===== config.mk =====
export PLATFORM = sky130hd
export DESIGN_NAME = atan2_cordic_sn
export DESIGN_NICKNAME = d
export VERILOG_FILES = /design/src/rtl/atan2_cordic_sn.sv
export SDC_FILE = /design/constraint.sdc
export NUM_CORES = 1
export LEC_CHECK = 0
export ABC_AREA = 1
export CAP_MARGIN = 10
export CORE_MARGIN = 2
export CORE_UTILIZATION = 50
export CTS_CLUSTER_DIAMETER = 100
export DETAILED_ROUTE_END_ITERATION = 16
export PLACE_DENSITY = 0.72
export SLEW_MARGIN = 20
export SYNTH_ARGS = -nofsm -noshare
export SYNTH_HDL_FRONTEND = slang
export SYNTH_SLANG_ARGS = --single-unit
export TNS_END_PERCENT = 10

===== constraint.sdc =====
create_clock -name i_clk -period 4.3 [get_ports i_clk]
set_input_delay 0.86 -clock i_clk [delete_from_list [all_inputs] [get_ports i_clk]]
set_output_delay 0.86 -clock i_clk [all_outputs]
set_load 0.005 [all_outputs]

===== src/rtl/atan2_cordic_sn.sv =====
// Iterative CORDIC vectoring engine: sign-magnitude Q12.12 (x, y) -> atan2 angle, optional magnitude.
// Define ATAN2_MAG_OUT_EN to build the POST state and 1/K multiplier driving o_mag / o_overflow.

module atan2_cordic_sn #(
  parameter int N    = 24,
  parameter int Q    = 12,
  parameter int ITER = 12
) (
  input  logic         i_clk,
  input  logic         i_rst_n,
  input  logic         i_start,
  input  logic [N-1:0] i_x,
  input  logic [N-1:0] i_y,
  output logic [N-1:0] o_angle,
  output logic [N-1:0] o_mag,
  output logic         o_complete,
  output logic         o_overflow,
  output logic         o_zero
);

  localparam int W  = N + 2;
  localparam int CW = 4;
  // Angle constants are written in Q12; the scale factor keeps pi tied to Q.
  localparam logic signed [W-1:0] PI = W'(12868 * (1 << (Q - 12)));

  typedef enum logic [1:0] {S_IDLE, S_ITER, S_POST, S_DONE} state_t;

  state_t              state;
  logic [CW-1:0]       cnt;
  logic signed [W-1:0] x_r, y_r, z_r;
  logic                zero_r;
  logic signed [W-1:0] x_in, y_in, x_sh, y_sh, atan_i;

  function automatic logic signed [W-1:0] sm_to_tc(input logic [N-1:0] v);
    logic signed [W-1:0] m;
    m = signed'(W'(v[N-2:0]));
    return v[N-1] ? -m : m;
  endfunction

  function automatic logic signed [W-1:0] atan_lut(input logic [CW-1:0] i);
    logic signed [W-1:0] r;
    case (i)
      4'd0:    r = W'(3217);
      4'd1:    r = W'(1899);
      4'd2:    r = W'(1003);
      4'd3:    r = W'(509);
      4'd4:    r = W'(256);
      4'd5:    r = W'(128);
      4'd6:    r = W'(64);
      4'd7:    r = W'(32);
      4'd8:    r = W'(16);
      4'd9:    r = W'(8);
      4'd10:   r = W'(4);
      4'd11:   r = W'(2);
      default: r = '0;
    endcase
    return r;
  endfunction

  always_comb begin
    x_in   = sm_to_tc(i_x);
    y_in   = sm_to_tc(i_y);
    x_sh   = x_r >>> cnt;
    y_sh   = y_r >>> cnt;
    atan_i = atan_lut(cnt);
  end

`ifdef ATAN2_MAG_OUT_EN
  localparam int PW = W + 12;
  localparam logic signed [PW-1:0] INV_K   = PW'(2487);
  localparam logic        [W-1:0]  MAG_MAX = W'((1 << (N - 1)) - 1);
  logic [W-1:0] mag_r;
`else
  assign o_mag      = '0;
  assign o_overflow = 1'b0;
`endif

  always_ff @(posedge i_clk or negedge i_rst_n) begin
    if (!i_rst_n) begin
      // NOTE: the datapath registers are reset too, so a mid-run reset leaves no stale vector behind.
      state      <= S_IDLE;
      cnt        <= '0;
      x_r        <= '0;
      y_r        <= '0;
      z_r        <= '0;
      zero_r     <= 1'b0;
      o_angle    <= '0;
      o_zero     <= 1'b0;
      o_complete <= 1'b1;
`ifdef ATAN2_MAG_OUT_EN
      mag_r      <= '0;
      o_mag      <= '0;
      o_overflow <= 1'b0;
`endif
    end else begin
      case (state)
        S_IDLE: begin
          if (i_start) begin
            zero_r <= (x_in == '0) && (y_in == '0);
            // Left half-plane: rotate by pi so the iterations only cover +-90 degrees.
            if (x_in[W-1]) begin
              x_r <= -x_in;
              y_r <= -y_in;
              z_r <= y_in[W-1] ? -PI : PI;
            end else begin
              x_r <= x_in;
              y_r <= y_in;
              z_r <= '0;
            end
            cnt        <= '0;
            o_complete <= 1'b0;
            state      <= S_ITER;
          end
        end
        S_ITER: begin
          // NOTE: non-blocking updates make x, y and z all use the previous iteration's values.
          if (!y_r[W-1]) begin
            x_r <= x_r + y_sh;
            y_r <= y_r - x_sh;
            z_r <= z_r + atan_i;
          end else begin
            x_r <= x_r - y_sh;
            y_r <= y_r + x_sh;
            z_r <= z_r - atan_i;
          end
          cnt <= cnt + 1'b1;
          if (cnt == CW'(ITER - 1)) begin
`ifdef ATAN2_MAG_OUT_EN
            state <= S_POST;
`else
            state <= S_DONE;
`endif
          end
        end
`ifdef ATAN2_MAG_OUT_EN
        S_POST: begin
          mag_r <= W'((PW'(x_r) * INV_K) >>> Q);
          state <= S_DONE;
        end
`endif
        S_DONE: begin
          o_angle <= zero_r ? '0 : {z_r[W-1], (N-1)'(z_r[W-1] ? -z_r : z_r)};
          o_zero  <= zero_r;
`ifdef ATAN2_MAG_OUT_EN
          if (mag_r > MAG_MAX) begin
            o_mag      <= N'(MAG_MAX);
            o_overflow <= 1'b1;
          end else begin
            o_mag      <= N'(mag_r);
            o_overflow <= 1'b0;
          end
`endif
          o_complete <= 1'b1;
          state      <= S_IDLE;
        end
        default: state <= S_IDLE;
      endcase
    end
  end

endmodule


==> metrics.csv, run 1 <==
stage;metric;value;unit
hold_path;WHS Path Cells;2;
sta;crit path time final;4.288;ns
floorplanning;core area;31310;sq um
sta;Final Hold Viols;0;
sta;fin crit share;99.73;%
worst_setup_path;CP max FO;18;
clock_tree;root buf cell;clkbuf_16;
sta;Slew HR;33.97;%
sta;clk_skew;0.007764;ns
global_route;initial antenna violation count;4;
floorplanning;Die Footprint;33040;sq um
detailed_routing;total number of vias;18933;
clock_tree;H-Tree Depth;3;
clock_tree;Max clock buf depth;2;
clock_tree;CTS Sinks;111;
finish;area delta synth->final;17.29;%
sta;setup TNS;0;ns
worst_setup_path;CP endpoint kind;flop;
clock_tree;number of buffers created by CTS;9;
sta;max frequency;233.2;MHz
sta;worst slew pin tran;0.9905;ns
synthesis;yosys warns;0;
worst_setup_path;Worst Path Required;4.58;ns
synthesis;Yosys reg bits;111;
synthesis;Synth cell types;57;
status;outcome;finished clean;
global_route;all-layer global routing usage;32.87;%
finish;ant diodes;0;
sta;Max Slew Vio Count;0;
worst_setup_path;Data arrival, critical path;4.57;ns
flow_run;max cap viols;0;
placement;DPL Wire Length;43.67;mm
detailed_routing;Final ANT Viol Nets;0;
synthesis;Post-synth top cells;nand2_1, nor2_1, nand3_1;
floorplanning;Die X;181.8;um
synthesis;Cells after Synth;2746;
placement;PortBufs;76;
floorplanning;die height;181.8;um
synthesis;Async SR Flop Fraction;100.0;%
sta;Final Worst Setup Slack;0.01176;ns
worst_setup_path;startpoint types;flop;
detailed_routing;DR iter-0 viols;1860;
placement;Placer Congestion;1.020;
floorplanning;row cnt;65;
synthesis;Top FF cell, synth;dfrtp_1;
detailed_routing;DR vias/cell;5.774;
global_route;vias in the first global route;17434;
synthesis;largest cells by area after synthesis;nand2_1, dfrtp_1, nand3_1, ha_1, nor2_1;
worst_setup_path;kind of critical path;reg2reg;
finish;FF/Latch Area;2780;sq um
placement;worst slack at placement;-0.06599;ns
synthesis;Post-synth EDFFs;0;
finish;Core Util, Final;59.19;%
finish;fraction of layout cells with a size suffix above 1;11.05;%
worst_setup_path;worst-case reg-to-reg path depth;29;
sta;final hold slack;0.4842;ns
worst_setup_path;Crit path largest cell delay;0.47;ns
worst_setup_path;Crit path top cell by count;nand2_1;
finish;fillers;3053;
synthesis;Post-Syn Area per Cell;5.754;sq um
detailed_routing;wirelength, routed;55.86;mm
synthesis;sequential-to-total area share from yosys stat;17.59;%
finish;nets;3016;
global_route;first-pass GRT wire length;87.77;mm
sta;# setup viols final;0;
synthesis;Yosys top cell by area;nand2_1;
global_route;largest net degree at the start of global routing;87;
worst_setup_path;Crit-path slowest cell;dfrtp_2;
clock_tree;CTS tree;built;
sta;RSZ-0062 raised after global routing;true;
synthesis;most frequent cell after synthesis;nand2_1;
detailed_routing;TritonRoute pass-1 iters;9;
finish;area of the multi-input gates;12000;sq um
floorplanning;I/O pin total;102;
synthesis;post-synth top area share;19.62;%
detailed_routing;number of remaining DRC errors;0;
clock_tree;number of hold buffers added after cts;0;
detailed_routing;routed length per instance;17.04;um
clock_tree;Clk pin slew, worst setup/hold paths;0.09;ns
synthesis;Mapped Area;15800;sq um
floorplanning;Initial Util;50.47;%
hold_path;hold crit path type;reg2reg;
global_route;gr ovfl total;0;
clock_tree;Worst-Skew Late Latency;0.39;ns
metal layers:
layer	vias to the layer above	GRT usage, %	wire length [um]
li1	9286	-	-
met1	8759	40.85	23020
met2	747	55.63	25930
met3	135	5.796	4271
met4	6	14.86	2605
met5	-	0	38
critical path: cells and delay by family, from the launching register on:
kind                     cells  cell delay, ns
flip-flops                   1            0.47
XOR/XNOR                     1            0.10
buffers and inverters        3            0.40
AO/OA/AOI/OAI                3            0.48
AND/OR/NAND/NOR             20            2.21
adder cells (fa/ha/maj)      2            0.52
flip-flops by register name, indices dropped and copies added, names as in the netlist:
name	flops
zero_r	1
o_zero	1
o_angle	24
cnt	4
z_r	26
x_r	26
y_r	26
state	2
o_complete	1
layout by cell type, fill, tap and decap left out, types with 9 or more instances in the layout:
cell type / n
nand3_2: 15
ha_1: 82
dfrtp_1: 109
buf_4: 127
o21ai_2: 10
nor3_1: 34
nand3_1: 276
a31oi_1: 34
clkbuf_16: 10
nand2_1: 807
a21oi_1: 164
o21ai_0: 166
clkdlybuf4s50_1: 75
nor2_1: 282
o21bai_1: 13
xor2_1: 49
nand4_1: 27
nor2_2: 20
inv_2: 9
a21oi_2: 30
inv_1: 256
nand2_2: 22
nand3b_1: 18
o21ai_1: 29
a22oi_1: 17
xnor2_1: 26
conb_1: 25
what timing repair did:
action	CTS	global route
cloned	0	1
gates resized for setup	5	162
buffers inserted	0	18
endpoints found under the setup margin	6	46
pin swaps	0	35
logic make-up (layout without fill, tap and decap cells):
group                      after synthesis  in the layout  synth area share [%]
muxes                                    3              3                0.1900
xor gates and xnor gates                79             79                 4.379
AOI/OAI and AO/OA                      526            526                 18.65
DFF                                    111            111                 17.59
other                                    1             25               0.02373
buffers and inverters                  393            500                 10.55
adders and majority gates               93             93                 7.507
and+or+nand+nor                       1540           1540                 41.12
final cells by class:
| class | instances | share of cell area [%] |
|---|---|---|
| clock buffer | 9 | 1.215 |
| clock inverter | 7 | 0.4591 |
| inverter | 270 | 5.515 |
| multi-input combinational | 2266 | 64.75 |
| sequential | 111 | 15.00 |
| tap | 402 | 2.714 |
| timing repair buffer | 214 | 10.35 |
through the flow:
stage,cell area (sq um),instances
CTS,17780,3260
finish,18530,3279
floorplan,15890,2770
global route,18530,3279
global placement,17450,3244
detailed placement,17450,3244
path summary, 6_finish.rpt:
path	startpoint	endpoint	slack (ns)
min in group asynchronous	i_rst_n	o_angle[21]	0.61
max reg2reg	cnt[0]	y_r[23]	0.01
max	cnt[0]	y_r[23]	0.01
min	o_angle[12]	o_angle[12]	0.48
max in group asynchronous	i_rst_n	x_r[25]	2.90
min reg2reg	o_angle[12]	o_angle[12]	0.48
Power of run 1 is not shown: default switching activity piles up to over one toggle a cycle in this logic, so the estimate is an artifact.
==> run 2, diff against run 1 <==
--- a/config.mk
+++ b/config.mk
@@ -6,12 +6,14 @@
 export NUM_CORES = 1
 export LEC_CHECK = 0
 export ABC_AREA = 1
-export CAP_MARGIN = 10
+export CAP_MARGIN = 0
+export CELL_PAD_IN_SITES_DETAIL_PLACEMENT = 1
+export CELL_PAD_IN_SITES_GLOBAL_PLACEMENT = 1
 export CORE_MARGIN = 2
-export CORE_UTILIZATION = 50
+export CORE_UTILIZATION = 39
 export CTS_CLUSTER_DIAMETER = 100
 export DETAILED_ROUTE_END_ITERATION = 16
-export PLACE_DENSITY = 0.72
+export PLACE_DENSITY_LB_ADDON = 0.1
 export SLEW_MARGIN = 20
 export SYNTH_ARGS = -nofsm -noshare
 export SYNTH_HDL_FRONTEND = slang
==> metrics.csv, run 2 (synthesis gave the netlist of run 1 again) <==
stage;metric;value;unit;change
sta;RSZ-0062 raised after global routing;true;;
floorplanning;die height;205.3;um;+13%
finish;fin cells;3589;;+9.5%
worst_setup_path;Crit path largest cell delay;0.49;ns;+0.02 ns
clock_tree;Max clock buf depth;2;;unchanged
detailed_routing;number of remaining DRC errors;0;;unchanged
finish;Core Util, Final;50.48;%;-8.7 points
detailed_routing;DR iter-0 viols;1131;;-39%
status;outcome;finished, violations left;;
sta;setup TNS;-0.07684;ns;-0.07684 ns
sta;Final Worst Setup Slack;-0.04956;ns;-0.06131 ns
global_route;largest net degree at the start of global routing;112;;+29%
hold_path;hold crit path type;reg2reg;;
global_route;all-layer global routing usage;32.39;%;-0.48 points
floorplanning;core area;39820;sq um;+27%
sta;Slew HR;35.21;%;+1.2 points
global_route;gr ovfl total;0;;unchanged
finish;area delta synth->final;27.23;%;
floorplanning;I/O pin total;102;;unchanged
floorplanning;Die X;205.3;um;+13%
floorplanning;Initial Util;39.68;%;-11 points
clock_tree;root buf cell;clkbuf_16;;
clock_tree;CTS Sinks;111;;unchanged
detailed_routing;total number of vias;19821;;+4.7%
placement;placed cells;3559;;+9.7%
sta;worst slew pin tran;0.9695;ns;-0.02100 ns
worst_setup_path;CP endpoint kind;flop;;
detailed_routing;wirelength, routed;69.13;mm;+24%
clock_tree;number of buffers created by CTS;9;;unchanged
clock_tree;Clk pin slew, worst setup/hold paths;0.10;ns;about the same
sta;# setup viols final;4;;+4
sta;Max Slew Vio Count;0;;unchanged
finish;most frequent cells in the layout;nand2_1, buf_4, nor2_1, nand3_1, inv_1;;
sta;crit path time final;4.350;ns;+0.06131 ns
finish;nets;3203;;+6.2%
worst_setup_path;startpoint types;flop;;
placement;worst slack at placement;-0.4278;ns;-0.3618 ns
finish;biggest regs;x_r (26), y_r (26), z_r (26);;
finish;fillers;5614;;+84%
finish;fraction of layout cells with a size suffix above 1;16.74;%;+5.7 points
clock_tree;CTS tree;built;;
clock_tree;H-Tree Depth;3;;unchanged
worst_setup_path;Crit path top cell by count;nand2_1;;
worst_setup_path;Data arrival, critical path;4.69;ns;+0.12 ns
clock_tree;Worst-Skew Late Latency;0.40;ns;about the same
finish;most common cell after layout, fill and taps aside;nand2_1;;
global_route;first-pass GRT wire length;108.2;mm;+23%
worst_setup_path;Worst Path Required;4.64;ns;+0.06 ns
floorplanning;Die Footprint;42140;sq um;+28%
placement;Placer Congestion;0.9453;;-7.3%
status;failing checks;negative setup slack;;
detailed_routing;DR vias/cell;5.523;;-4.4%
sta;max frequency;229.9;MHz;-1.4%
sta;fin crit share;101.2;%;+1.4 points
detailed_routing;Final ANT Viol Nets;0;;unchanged
global_route;vias in the first global route;20287;;+16%
sta;Final Hold Viols;0;;unchanged
worst_setup_path;Crit-path slowest cell;dfrtp_2;;
detailed_routing;routed length per instance;19.26;um;+13%
detailed_routing;TritonRoute pass-1 iters;5;;-4
worst_setup_path;CP max FO;28;;+10
placement;PortBufs;76;;unchanged
worst_setup_path;kind of critical path;reg2reg;;
placement;DPL Wire Length;55.27;mm;+27%
global_route;initial antenna violation count;0;;-4
sta;clk_skew;0.01876;ns;+0.01100 ns
flow_run;max cap viols;0;;unchanged
finish;ant diodes;0;;unchanged
floorplanning;row cnt;73;;+12%
## run 2: timing repair
item / in CTS / in global routing
hold buffers: 0 / 0
pin swaps: 12 / 28
endpoints found under the setup margin: 26 / 47
gates cloned: 0 / 1
buffers inserted: 9 / 4
gates resized for setup: 46 / 119
## run 2: stage by stage
step | area (sq um) | hold WS [ns]
floorplan | 15890 | 0.4537
global route | 20100 | 0.5218
CTS | 19580 | 0.4936
global placement | 19060 | 0.4645
detailed placement | 19060 | 0.4708
finish | 20100 | 0.4900
## run 2: layer usage
metal | global-route usage [%] | part of all wire (%) | wire (um)
met5 | 0 | 0 | 0
met4 | 9.943 | 3.1 | 2167
met3 | 2.439 | 3.2 | 2209
met2 | 58.95 | 50 | 34610
met1 | 40.53 | 44 | 30140
## run 2: critical path, delay by kind of cell (launching register included)
| kind | cells | cell delay, ns |
|---|---|---|
| fa+ha+maj | 2 | 0.44 |
| xor+xnor | 1 | 0.16 |
| buf+inv | 5 | 0.53 |
| simple gates | 23 | 2.42 |
| compound gates | 2 | 0.26 |
| flops | 1 | 0.49 |
## run 2: path summary, 6_finish.rpt
path	from	to	slack (ns)	depth (start not counted)
worst max register to register	cnt[0]	x_r[21]	-0.05	33
worst min-delay path	o_angle[14]	o_angle[14]	0.49	2
min in group asynchronous	i_rst_n	o_angle[14]	0.53	2
worst min register to register	o_angle[14]	o_angle[14]	0.49	2
worst max-delay path	cnt[0]	x_r[21]	-0.05	33
max in group asynchronous	i_rst_n	cnt[0]	3.17	2
## run 2: cell type report
| class | count | area, sq um | area share (%) |
|---|---|---|---|
| Clock buffer | 9 | 225.2 | 1.120 |
| Clock inverter | 7 | 66.31 | 0.3298 |
| Inverter | 270 | 1027 | 5.110 |
| Multi-Input combinational cell | 2266 | 12030 | 59.85 |
| Sequential cell | 111 | 2781 | 13.83 |
| Tap cell | 525 | 656.9 | 3.267 |
| Timing Repair Buffer | 401 | 3316 | 16.49 |
Power of run 2 is left out for the same reason.
